==> config.mk <==
export PLATFORM = sky130hd
export DESIGN_NAME = conv_2_mac_flat
export DESIGN_NICKNAME = d
export VERILOG_FILES = /design/src/rtl/conv_2_mac_if.sv /design/src/rtl/conv_2_mac.sv /design/src/flat_wrapper.sv
export SDC_FILE = /design/constraint.sdc
export NUM_CORES = 1
export LEC_CHECK = 0
export BUFFER_PORTS_ARGS = -buffer_cell sky130_fd_sc_hd__buf_2
export CAP_MARGIN = 20
export CORE_MARGIN = 1.5
export CORE_UTILIZATION = 59
export CTS_CLUSTER_DIAMETER = 30
export DETAILED_ROUTE_END_ITERATION = 16
export GPL_TIMING_DRIVEN = 0
export MAX_ROUTING_LAYER = met4
export PLACE_DENSITY = 0.77
export REMOVE_ABC_BUFFERS = 1
export SYNTH_ARGS = -nofsm -noshare
export SYNTH_HDL_FRONTEND = slang
export SYNTH_SLANG_ARGS = --single-unit
==> constraint.sdc <==
create_clock -name clk -period 6 [get_ports clk]
set_input_delay 0.3 -clock clk [delete_from_list [all_inputs] [get_ports clk]]
set_output_delay 0.3 -clock clk [all_outputs]
set_load 0.05 [all_outputs]
==> src/rtl/conv_2_mac_if.sv <==
// conv_2 MAC back-end bus: operand/bias stream in, output BRAM write port
// and run status out.
interface conv_2_mac_if #(
  parameter int DW     = 16,
  parameter int ADDR_W = 4
);
  logic              start;
  logic              bias_valid;
  logic [DW-1:0]     bias_in;
  logic              term_valid;
  logic [DW-1:0]     weight_in;
  logic [DW-1:0]     fm_in;
  logic              out_bram_we;
  logic [ADDR_W-1:0] out_bram_addr;
  logic [DW-1:0]     out_bram_din;
  logic              busy;
  logic              done;
  logic              sat_flag;

  modport master (
    output start, bias_valid, bias_in,
    output term_valid, weight_in, fm_in,
    input  out_bram_we, out_bram_addr, out_bram_din,
    input  busy, done, sat_flag
  );

  modport slave (
    input  start, bias_valid, bias_in,
    input  term_valid, weight_in, fm_in,
    output out_bram_we, out_bram_addr, out_bram_din,
    output busy, done, sat_flag
  );
endinterface

==> src/rtl/conv_2_mac.sv <==
// conv_2 multiply-accumulate, bias, rescale and saturate per output channel.
// Optional CONV2_RELU_EN: clamp negative channel results to zero.
module conv_2_mac #(
  parameter int TERMS   = 300,
  parameter int NUM_OUT = 8,
  parameter int DW      = 16,
  parameter int FRAC    = 8,
  parameter int ACC_W   = 40,
  parameter int ADDR_W  = 4
) (
  input logic         clk,
  input logic         rst,
  conv_2_mac_if.slave bus
);
  localparam int CNT_W = $clog2(TERMS + 1);
  localparam int PW    = 2 * DW;

  localparam logic signed [ACC_W-1:0] MAXV =
    {{(ACC_W-DW+1){1'b0}}, {(DW-1){1'b1}}};
  localparam logic signed [ACC_W-1:0] MINV =
    {{(ACC_W-DW+1){1'b1}}, {(DW-1){1'b0}}};

  typedef enum logic [2:0] {
    IDLE, WAIT_BIAS, ACCUM, DRAIN1,
    DRAIN2, ROUND, WRITE, DONE
  } state_t;

  state_t                   state;
  logic [ADDR_W-1:0]        ch;
  logic [CNT_W-1:0]         term_cnt;
  logic signed [ACC_W-1:0]  acc;
  logic signed [PW-1:0]     prod;
  logic                     prod_vld;
  logic signed [DW-1:0]     bias_q;

  logic signed [ACC_W-1:0]  p_ext;
  logic signed [ACC_W-1:0]  b_ext;
  logic signed [ACC_W-1:0]  sum_s;
  logic signed [ACC_W-1:0]  shr;
  logic                     clip_hi;
  logic                     clip_lo;
  logic [DW-1:0]            sat_val;
  logic [DW-1:0]            wr_val;

  assign p_ext = {{(ACC_W-PW){prod[PW-1]}}, prod};
  assign b_ext = {{(ACC_W-DW){bias_q[DW-1]}}, bias_q};
  assign sum_s = acc + (b_ext <<< FRAC);
  assign shr   = sum_s >>> FRAC;

  assign clip_hi = shr > MAXV;
  assign clip_lo = shr < MINV;

  always_comb begin
    sat_val = shr[DW-1:0];
    if (clip_hi)
      sat_val = {1'b0, {(DW-1){1'b1}}};
    else if (clip_lo)
      sat_val = {1'b1, {(DW-1){1'b0}}};
  end

`ifdef CONV2_RELU_EN
  assign wr_val = sat_val[DW-1] ? '0 : sat_val;
`else
  assign wr_val = sat_val;
`endif

  always_ff @(posedge clk) begin
    if (rst) begin
      state             <= IDLE;
      ch                <= '0;
      term_cnt          <= '0;
      acc               <= '0;
      prod              <= '0;
      prod_vld          <= 1'b0;
      bias_q            <= '0;
      bus.out_bram_we   <= 1'b0;
      bus.out_bram_addr <= '0;
      bus.out_bram_din  <= '0;
      bus.busy          <= 1'b0;
      bus.done          <= 1'b0;
      bus.sat_flag      <= 1'b0;
    end else begin
      prod_vld        <= 1'b0;
      bus.out_bram_we <= 1'b0;
      // accumulate stage trails the multiply stage by one cycle
      if (prod_vld)
        acc <= acc + p_ext;
      unique case (state)
        IDLE, DONE: begin
          if (bus.start) begin
            ch           <= '0;
            term_cnt     <= '0;
            acc          <= '0;
            bus.sat_flag <= 1'b0;
            bus.done     <= 1'b0;
            bus.busy     <= 1'b1;
            state        <= WAIT_BIAS;
          end
        end
        WAIT_BIAS: begin
          if (bus.bias_valid) begin
            bias_q   <= bus.bias_in;
            acc      <= '0;
            term_cnt <= '0;
            state    <= ACCUM;
          end
        end
        ACCUM: begin
          if (bus.term_valid) begin
            prod     <= $signed(bus.weight_in)
                      * $signed(bus.fm_in);
            prod_vld <= 1'b1;
            term_cnt <= term_cnt + 1'b1;
            if (term_cnt == CNT_W'(TERMS - 1))
              state <= DRAIN1;
          end
        end
        DRAIN1: state <= DRAIN2;
        DRAIN2: state <= ROUND;
        ROUND: begin
          bus.out_bram_we   <= 1'b1;
          bus.out_bram_addr <= ch;
          bus.out_bram_din  <= wr_val;
          if (clip_hi || clip_lo)
            bus.sat_flag <= 1'b1;
          state <= WRITE;
        end
        WRITE: begin
          ch <= ch + 1'b1;
          if (ch == ADDR_W'(NUM_OUT - 1)) begin
            bus.done <= 1'b1;
            bus.busy <= 1'b0;
            state    <= DONE;
          end else begin
            state <= WAIT_BIAS;
          end
        end
        default: state <= IDLE;
      endcase
    end
  end
endmodule

==> src/flat_wrapper.sv <==
// flat-port wrapper written by rule: the top's interface ports become plain ports
module conv_2_mac_flat 
#(
  parameter int TERMS   = 300,
  parameter int NUM_OUT = 8,
  parameter int DW      = 16,
  parameter int FRAC    = 8,
  parameter int ACC_W   = 40,
  parameter int ADDR_W  = 4
)
  (clk, rst, bus_start, bus_bias_valid, bus_bias_in, bus_term_valid, bus_weight_in, bus_fm_in, bus_out_bram_we, bus_out_bram_addr, bus_out_bram_din, bus_busy, bus_done, bus_sat_flag);
  conv_2_mac_if #(.DW(DW), .ADDR_W(ADDR_W)) bus_i ();
  input logic clk;
  input logic rst;
  input wire logic [$bits(bus_i.start)-1:0] bus_start;
  input wire logic [$bits(bus_i.bias_valid)-1:0] bus_bias_valid;
  input wire logic [$bits(bus_i.bias_in)-1:0] bus_bias_in;
  input wire logic [$bits(bus_i.term_valid)-1:0] bus_term_valid;
  input wire logic [$bits(bus_i.weight_in)-1:0] bus_weight_in;
  input wire logic [$bits(bus_i.fm_in)-1:0] bus_fm_in;
  output wire logic [$bits(bus_i.out_bram_we)-1:0] bus_out_bram_we;
  output wire logic [$bits(bus_i.out_bram_addr)-1:0] bus_out_bram_addr;
  output wire logic [$bits(bus_i.out_bram_din)-1:0] bus_out_bram_din;
  output wire logic [$bits(bus_i.busy)-1:0] bus_busy;
  output wire logic [$bits(bus_i.done)-1:0] bus_done;
  output wire logic [$bits(bus_i.sat_flag)-1:0] bus_sat_flag;
  assign bus_i.start = bus_start;
  assign bus_i.bias_valid = bus_bias_valid;
  assign bus_i.bias_in = bus_bias_in;
  assign bus_i.term_valid = bus_term_valid;
  assign bus_i.weight_in = bus_weight_in;
  assign bus_i.fm_in = bus_fm_in;
  assign bus_out_bram_we = bus_i.out_bram_we;
  assign bus_out_bram_addr = bus_i.out_bram_addr;
  assign bus_out_bram_din = bus_i.out_bram_din;
  assign bus_busy = bus_i.busy;
  assign bus_done = bus_i.done;
  assign bus_sat_flag = bus_i.sat_flag;
  conv_2_mac #(.TERMS(TERMS), .NUM_OUT(NUM_OUT), .DW(DW), .FRAC(FRAC), .ACC_W(ACC_W), .ADDR_W(ADDR_W)) u_core (.clk(clk), .rst(rst), .bus(bus_i));
endmodule
### Word level (Yosys, flattened, before mapping)

Index checks and enable logic that the tools add are counted.

| word-level totals | value |
|---|---|
| register bits after elaboration | 129 |
| memories | 0 |
| ROM bits | 0 |
| latch bits | 0 |
| output and inout port bits | 24 |
| bits of input ports | 53 |
| bits in writable memories | 0 |

| operators by class | value |
|---|---|
| divide/modulo/power cells | 0 |
| multiply operators | 1 |
| magnitude comparators | 2 |
| reductions and logical operators | 14 |
| shift-type cells | 0 |
| add/subtract/negate cells | 4 |
| bitwise gates (word level) | 1 |
| eq/ne operators | 15 |
| mux-type cells | 28 |

Operator list:

| kind | number |
|---|---|
| $mux W40 | 3 |
| $pmux W40 S2 | 1 |
| $add A40 B24 Y40 | 1 |
| $add A40 B32 Y40 | 1 |
| $gt A32 B16 Y1 const B | 1 |
| $lt A32 B16 Y1 const B | 1 |
| $mul A16 B16 Y32 | 1 |
| $mux W16 | 2 |
| $mux W9 | 3 |
| $pmux W9 S3 | 1 |
| $pmux W3 S7 | 1 |
| $mux W3 | 5 |
| $eq A3 B3 Y1 const B | 4 |
| $add A9 B1 Y9 const B | 1 |
| $eq A9 B9 Y1 const B | 1 |
| $pmux W4 S2 | 1 |
| $reduce_and A4 Y1 | 2 |
| $mux W1 | 7 |
| $eq A3 B2 Y1 const B | 2 |
| $ne A2 B1 Y1 const B | 3 |
| $ne A2 B2 Y1 const B | 3 |
| $pmux W1 S2 | 3 |
| $reduce_and A2 Y1 | 3 |
| $reduce_and A3 Y1 | 2 |
| 10 further kinds | 12 |

### Logic depth before layout (Yosys ltp)

| logic depth | value |
|---|---|
| depth after elaboration | 5 |
| mapped depth | 26 |

### Least setup slack after synthesis

OpenSTA, ideal clock, no wires.

| timing | value |
|---|---|
| kind | input to register |
| start | input bus_fm_in[1] |
| end | register u_core.prod[30] |
| slack | -142 ps |
| cell stages on the path | 22 |
| library setup time | 117 ps |
| data arrival time | 6025 ps |
| data required time | 5883 ps |
| buffers on the path | 2 |
| path through | clkbuf_1 -> nand2_1 -> inv_1 -> fa_1 -> fa_1 -> fa_1 -> fa_1 -> fa_1 -> inv_1 -> fa_1 -> inv_1 -> ha_1 -> clkbuf_1 -> a21o_1 -> a21o_1 -> a21oi_1 -> o21ai_0 -> a21o_1 -> a21oi_1 -> o21ai_0 -> xor2_1 -> a22o_1 |

| on the way | value |
|---|---|
| cells in the longest elaborated chain, start to end | 1 |

Ends and longest elaborated chain:

| what | RTL line | text |
|---|---|---|
| from (decl) | flat_wrapper.sv:20 | `input wire logic [$bits(bus_i.fm_in)-1:0] bus_fm_in;` |
| $mul A16 B16 Y32 | conv_2_mac.sv:111 | `* $signed(bus.fm_in);` |
| to (signal assigned) | conv_2_mac.sv:110 | `prod <= $signed(bus.weight_in)` |
| to (decl) | conv_2_mac.sv:32 | `logic signed [PW-1:0] prod;` |

Every way passes these cells.
A chain may end at the register's enable or synchronous reset.

### Final worst setup path

| timing | value |
|---|---|
| start | input bus_weight_in[6] |
| end | register u_core.prod[31] |

| on the way | value |
|---|---|
| cells in the longest elaborated chain, start to end | 1 |

Ends and longest elaborated chain:

| what | RTL line | text |
|---|---|---|
| from (decl) | flat_wrapper.sv:19 | `input wire logic [$bits(bus_i.weight_in)-1:0] bus_weight_in;` |
| $mul A16 B16 Y32 | conv_2_mac.sv:111 |  |

Every way passes these cells.

==> impl_metrics.env <==
export IMPL_post_dp_hpwl_um=32400
export IMPL_synthFlopType="dfxtp_1"
export IMPL_hold_viol=0
export IMPL_async_reset_ff_share_pct=0
export IMPL_yosysUniqueCellTypes=76
export IMPL_grt_overflow_total=0
export IMPL_cts_buffer_depth=2
export IMPL_dp_slack_ns=-0.823
export IMPL_fill_cells=2595
export IMPL_hold_buffers=0
export IMPL_drc_errors=0
export IMPL_dp_cells=2559
export IMPL_startpoint="bus_weight_in[6]"
export IMPL_combPwrFrac_pct=83.7
export IMPL_final_layout_size_suffix_gt1_share_pct=9.12
export IMPL_cts_buffers=17
export IMPL_vias=14619
export IMPL_ys_ff_latch=129
export IMPL_syn_area_per_cell_um2=8.52
export IMPL_floorplan_die_area_um2=32300
export IMPL_fp_dieH_um=180
export IMPL_root_buffer="clkbuf_16"
export IMPL_antenna_cells=0
export IMPL_timing_final_crit_share_pct=96.8
export IMPL_drt_total_wl_um=41300
export IMPL_path_max_fanout=16
export IMPL_rsz0062_at_grt="true"
export IMPL_rr_worst_depth=12
export IMPL_final_setup_viol_count=0
export IMPL_maxCapViolCount=0
export IMPL_start_util_pct=60.1
export IMPL_drtPass1Iterations=5
export IMPL_p_leak_nw=9.61
export IMPL_vias_per_cell=5.62
export IMPL_power_density_nw_per_um2=625
export IMPL_pwr_share_clk_pct=8.0
export IMPL_synth_top_area_share_pct=28.7
export IMPL_synth_cells=2165
export IMPL_vdd_ir_drop_worst_uv=579
export IMPL_synth_area_um2=18400
export IMPL_seq_power_share_pct=8.3
export IMPL_clkLatencyLatePin_ns=0.42
export IMPL_p_int_mw=6.35
export IMPL_syn_to_final_growth_pct=8.85
export IMPL_p_total_mw=12.5
export IMPL_finalNetCount=2663
export IMPL_swShare_pct=49.4
export IMPL_core_um2=30700
export IMPL_htreeDepth=4
export IMPL_synth_warnings=0
export IMPL_synth_edff_count=0
export IMPL_grt_first_pass_wirelength_um=70800
export IMPL_final_cells=2601
export IMPL_tightest_slew_ns=0.866
export IMPL_critPathCaptureType="flip-flop"
export IMPL_min_delay_path_class="in2reg"
export IMPL_r2r_start="u_core.bias_q[15]"
export IMPL_max_slew_margin_pct=42.3
export IMPL_cp_arrival_ns=6.06
export IMPL_switchingPower_mw=6.20
export IMPL_globalplace_congestion=0.894
export IMPL_clkTransAtPathRegs_ns=0.07
export IMPL_required_ns=6.25
export IMPL_skew_ns=0.0172
export IMPL_tritoncts="built"
export IMPL_r2r_end="u_core.bus.out_bram_din[11]"
export IMPL_final_common_cell="inv_1"
export IMPL_outcome="complete, no violations"
export IMPL_mostFrequentLayoutCells="inv_1 (324), nand2_1 (269), fa_1 (260)"
export IMPL_drt_iter0_markers=754
export IMPL_grt_max_degree=81
export IMPL_port_buffers=76
export IMPL_reg2reg_slack_ns=1.40
export IMPL_drv_slew=0
export IMPL_grtUsageTotal_pct=26.9
export IMPL_synth_seq_area_share_pct=14.0
export IMPL_fin_crit_ns=5.81
export IMPL_die_w_um=180
export IMPL_cts_sinks=129
export IMPL_synth_top_area_cell="fa_1"
export IMPL_ios=77
export IMPL_finalWorstSetupSlack_ns=0.190
export IMPL_yosys_top_cells_area="fa_1 (29%), dfxtp_1 (14%), ha_1 (10%), inv_1 (6.6%), nand2_1 (5.5%)"
export IMPL_startpoint_type="primary input"
export IMPL_clock_fmax_mhz=172
export IMPL_ant_nets=0
export IMPL_rows=64
export IMPL_worstSetupEndpoint="u_core.prod[31]"
export IMPL_worst_setup_path_type="in2reg"
export IMPL_antenna_found_initial=0
export IMPL_routedWlPerCell_um=15.9
export IMPL_grt_pass1_vias=14967
state kept, by name, summed over array words and instances, names as in the netlist, 3 cells and up:
name and count:
u_core.acc 40, u_core.bias_q 16, u_core.bus.out_bram_addr 4, u_core.bus.out_bram_din 16, u_core.ch 4, u_core.prod 32
u_core.state 3, u_core.term_cnt 9
Yosys cell counts, types with 11 or more instances:
cell type and number:
a21oi_1 143, o21ai_0 60, fa_1 264, a211oi_2 12, inv_1 325, o21a_1 13
nand2_1 271, a21o_1 56, xnor2_1 66, clkbuf_1 70, nand4_1 11, a211oi_1 20
nor2_1 131, mux2i_1 30, nand3_1 21, o211ai_1 12, nand2b_1 17, dfxtp_1 129
and2_1 133, and3_1 16, o21bai_1 14, xor2_1 37, nor3_1 20, ha_1 154
through the flow:
step           util [%]  TNS, ns  hold WS [ns]  area (um2)
5_1_grt            65.4  -0.0823         0.138       20100
2_1_floorplan         -        0         0.365       18100
3_5_place_dp       62.2    -3.49         0.451       19100
6_report           65.4        0         0.130       20100
3_3_place_gp       61.9    -9.80         0.442       19000
4_1_cts            64.9  -0.0521         0.117       19900
cells by family after synthesis:
group	synth area share, %
adders and majority gates	39.1
DFF	14.0
xor gates and xnor gates	4.89
muxes	1.75
and+or+nand+nor	17.5
buffers and inverters	8.45
AOI/OAI and AO/OA	14.3
final cells by class:
type	instances	area [um2]	share of cell area, %
Clock inverter	14	146	0.729
Multi-Input combinational cell	1627	14500	72.3
Timing Repair Buffer	92	679	3.38
Tap cell	396	495	2.47
Inverter	325	1220	6.10
Sequential cell	129	2580	12.9
Clock buffer	18	429	2.14
per-layer routing:
layer,global-route usage (%),wire [um]
met1,34.8,18600
met2,45.1,19900
met3,3.75,2250
met4,5.77,580
met5,-,0
power groups by stage:
stage	registers (mW)	clock network, mW	logic (mW)
2_1_floorplan	1.04	0	7.50
3_3_place_gp	1.06	0	8.96
3_5_place_dp	1.06	0	9.28
4_1_cts	1.04	1.03	9.88
5_1_grt	1.05	1.07	11.9
6_report	1.04	1.01	10.5
worst min-delay path by stage:
stage	slack, ns	cells past startpoint	end	startpoint
3_3_place_gp	0.44	2	u_core.bus.out_bram_addr[1]	u_core.bus.out_bram_addr[1]
2_1_floorplan	0.36	1	u_core.bus.out_bram_din[10]	rst
4_1_cts	0.12	3	u_core.bias_q[0]	bus_bias_in[0]
6_report	0.13	3	u_core.bias_q[0]	bus_bias_in[0]
5_1_grt	0.14	3	u_core.bias_q[0]	bus_bias_in[0]
3_5_place_dp	0.45	2	u_core.bus.out_bram_din[15]	u_core.bus.out_bram_din[15]
worst max-delay path, stage by stage:
cell	delay, ns
buf_4	0.21
and2_1	0.19
fa_1	0.45
fa_1	0.55
ha_1	0.13
inv_1	0.05
fa_1	0.49
inv_1	0.06
fa_1	0.54
inv_1	0.05
fa_1	0.49
inv_1	0.05
ha_1	0.21
or4_1	0.49
o211ai_1	0.15
a211oi_2	0.10
o41ai_4	0.39
o221ai_2	0.16
o41a_1	0.39
a21oi_2	0.18
o21ai_2	0.08
o31ai_1	0.25
a221oi_1	0.11
what timing repair did:
action                                 in CTS  in global routing
resized for setup                          50                 30
setup buffers                               4                  5
gates cloned                                0                  0
setup endpoints to repair                   3                  5
pin swaps                                  12                 19
endpoints found under the hold margin       0                  0
Note: power is estimated with default switching activity, not from simulation.
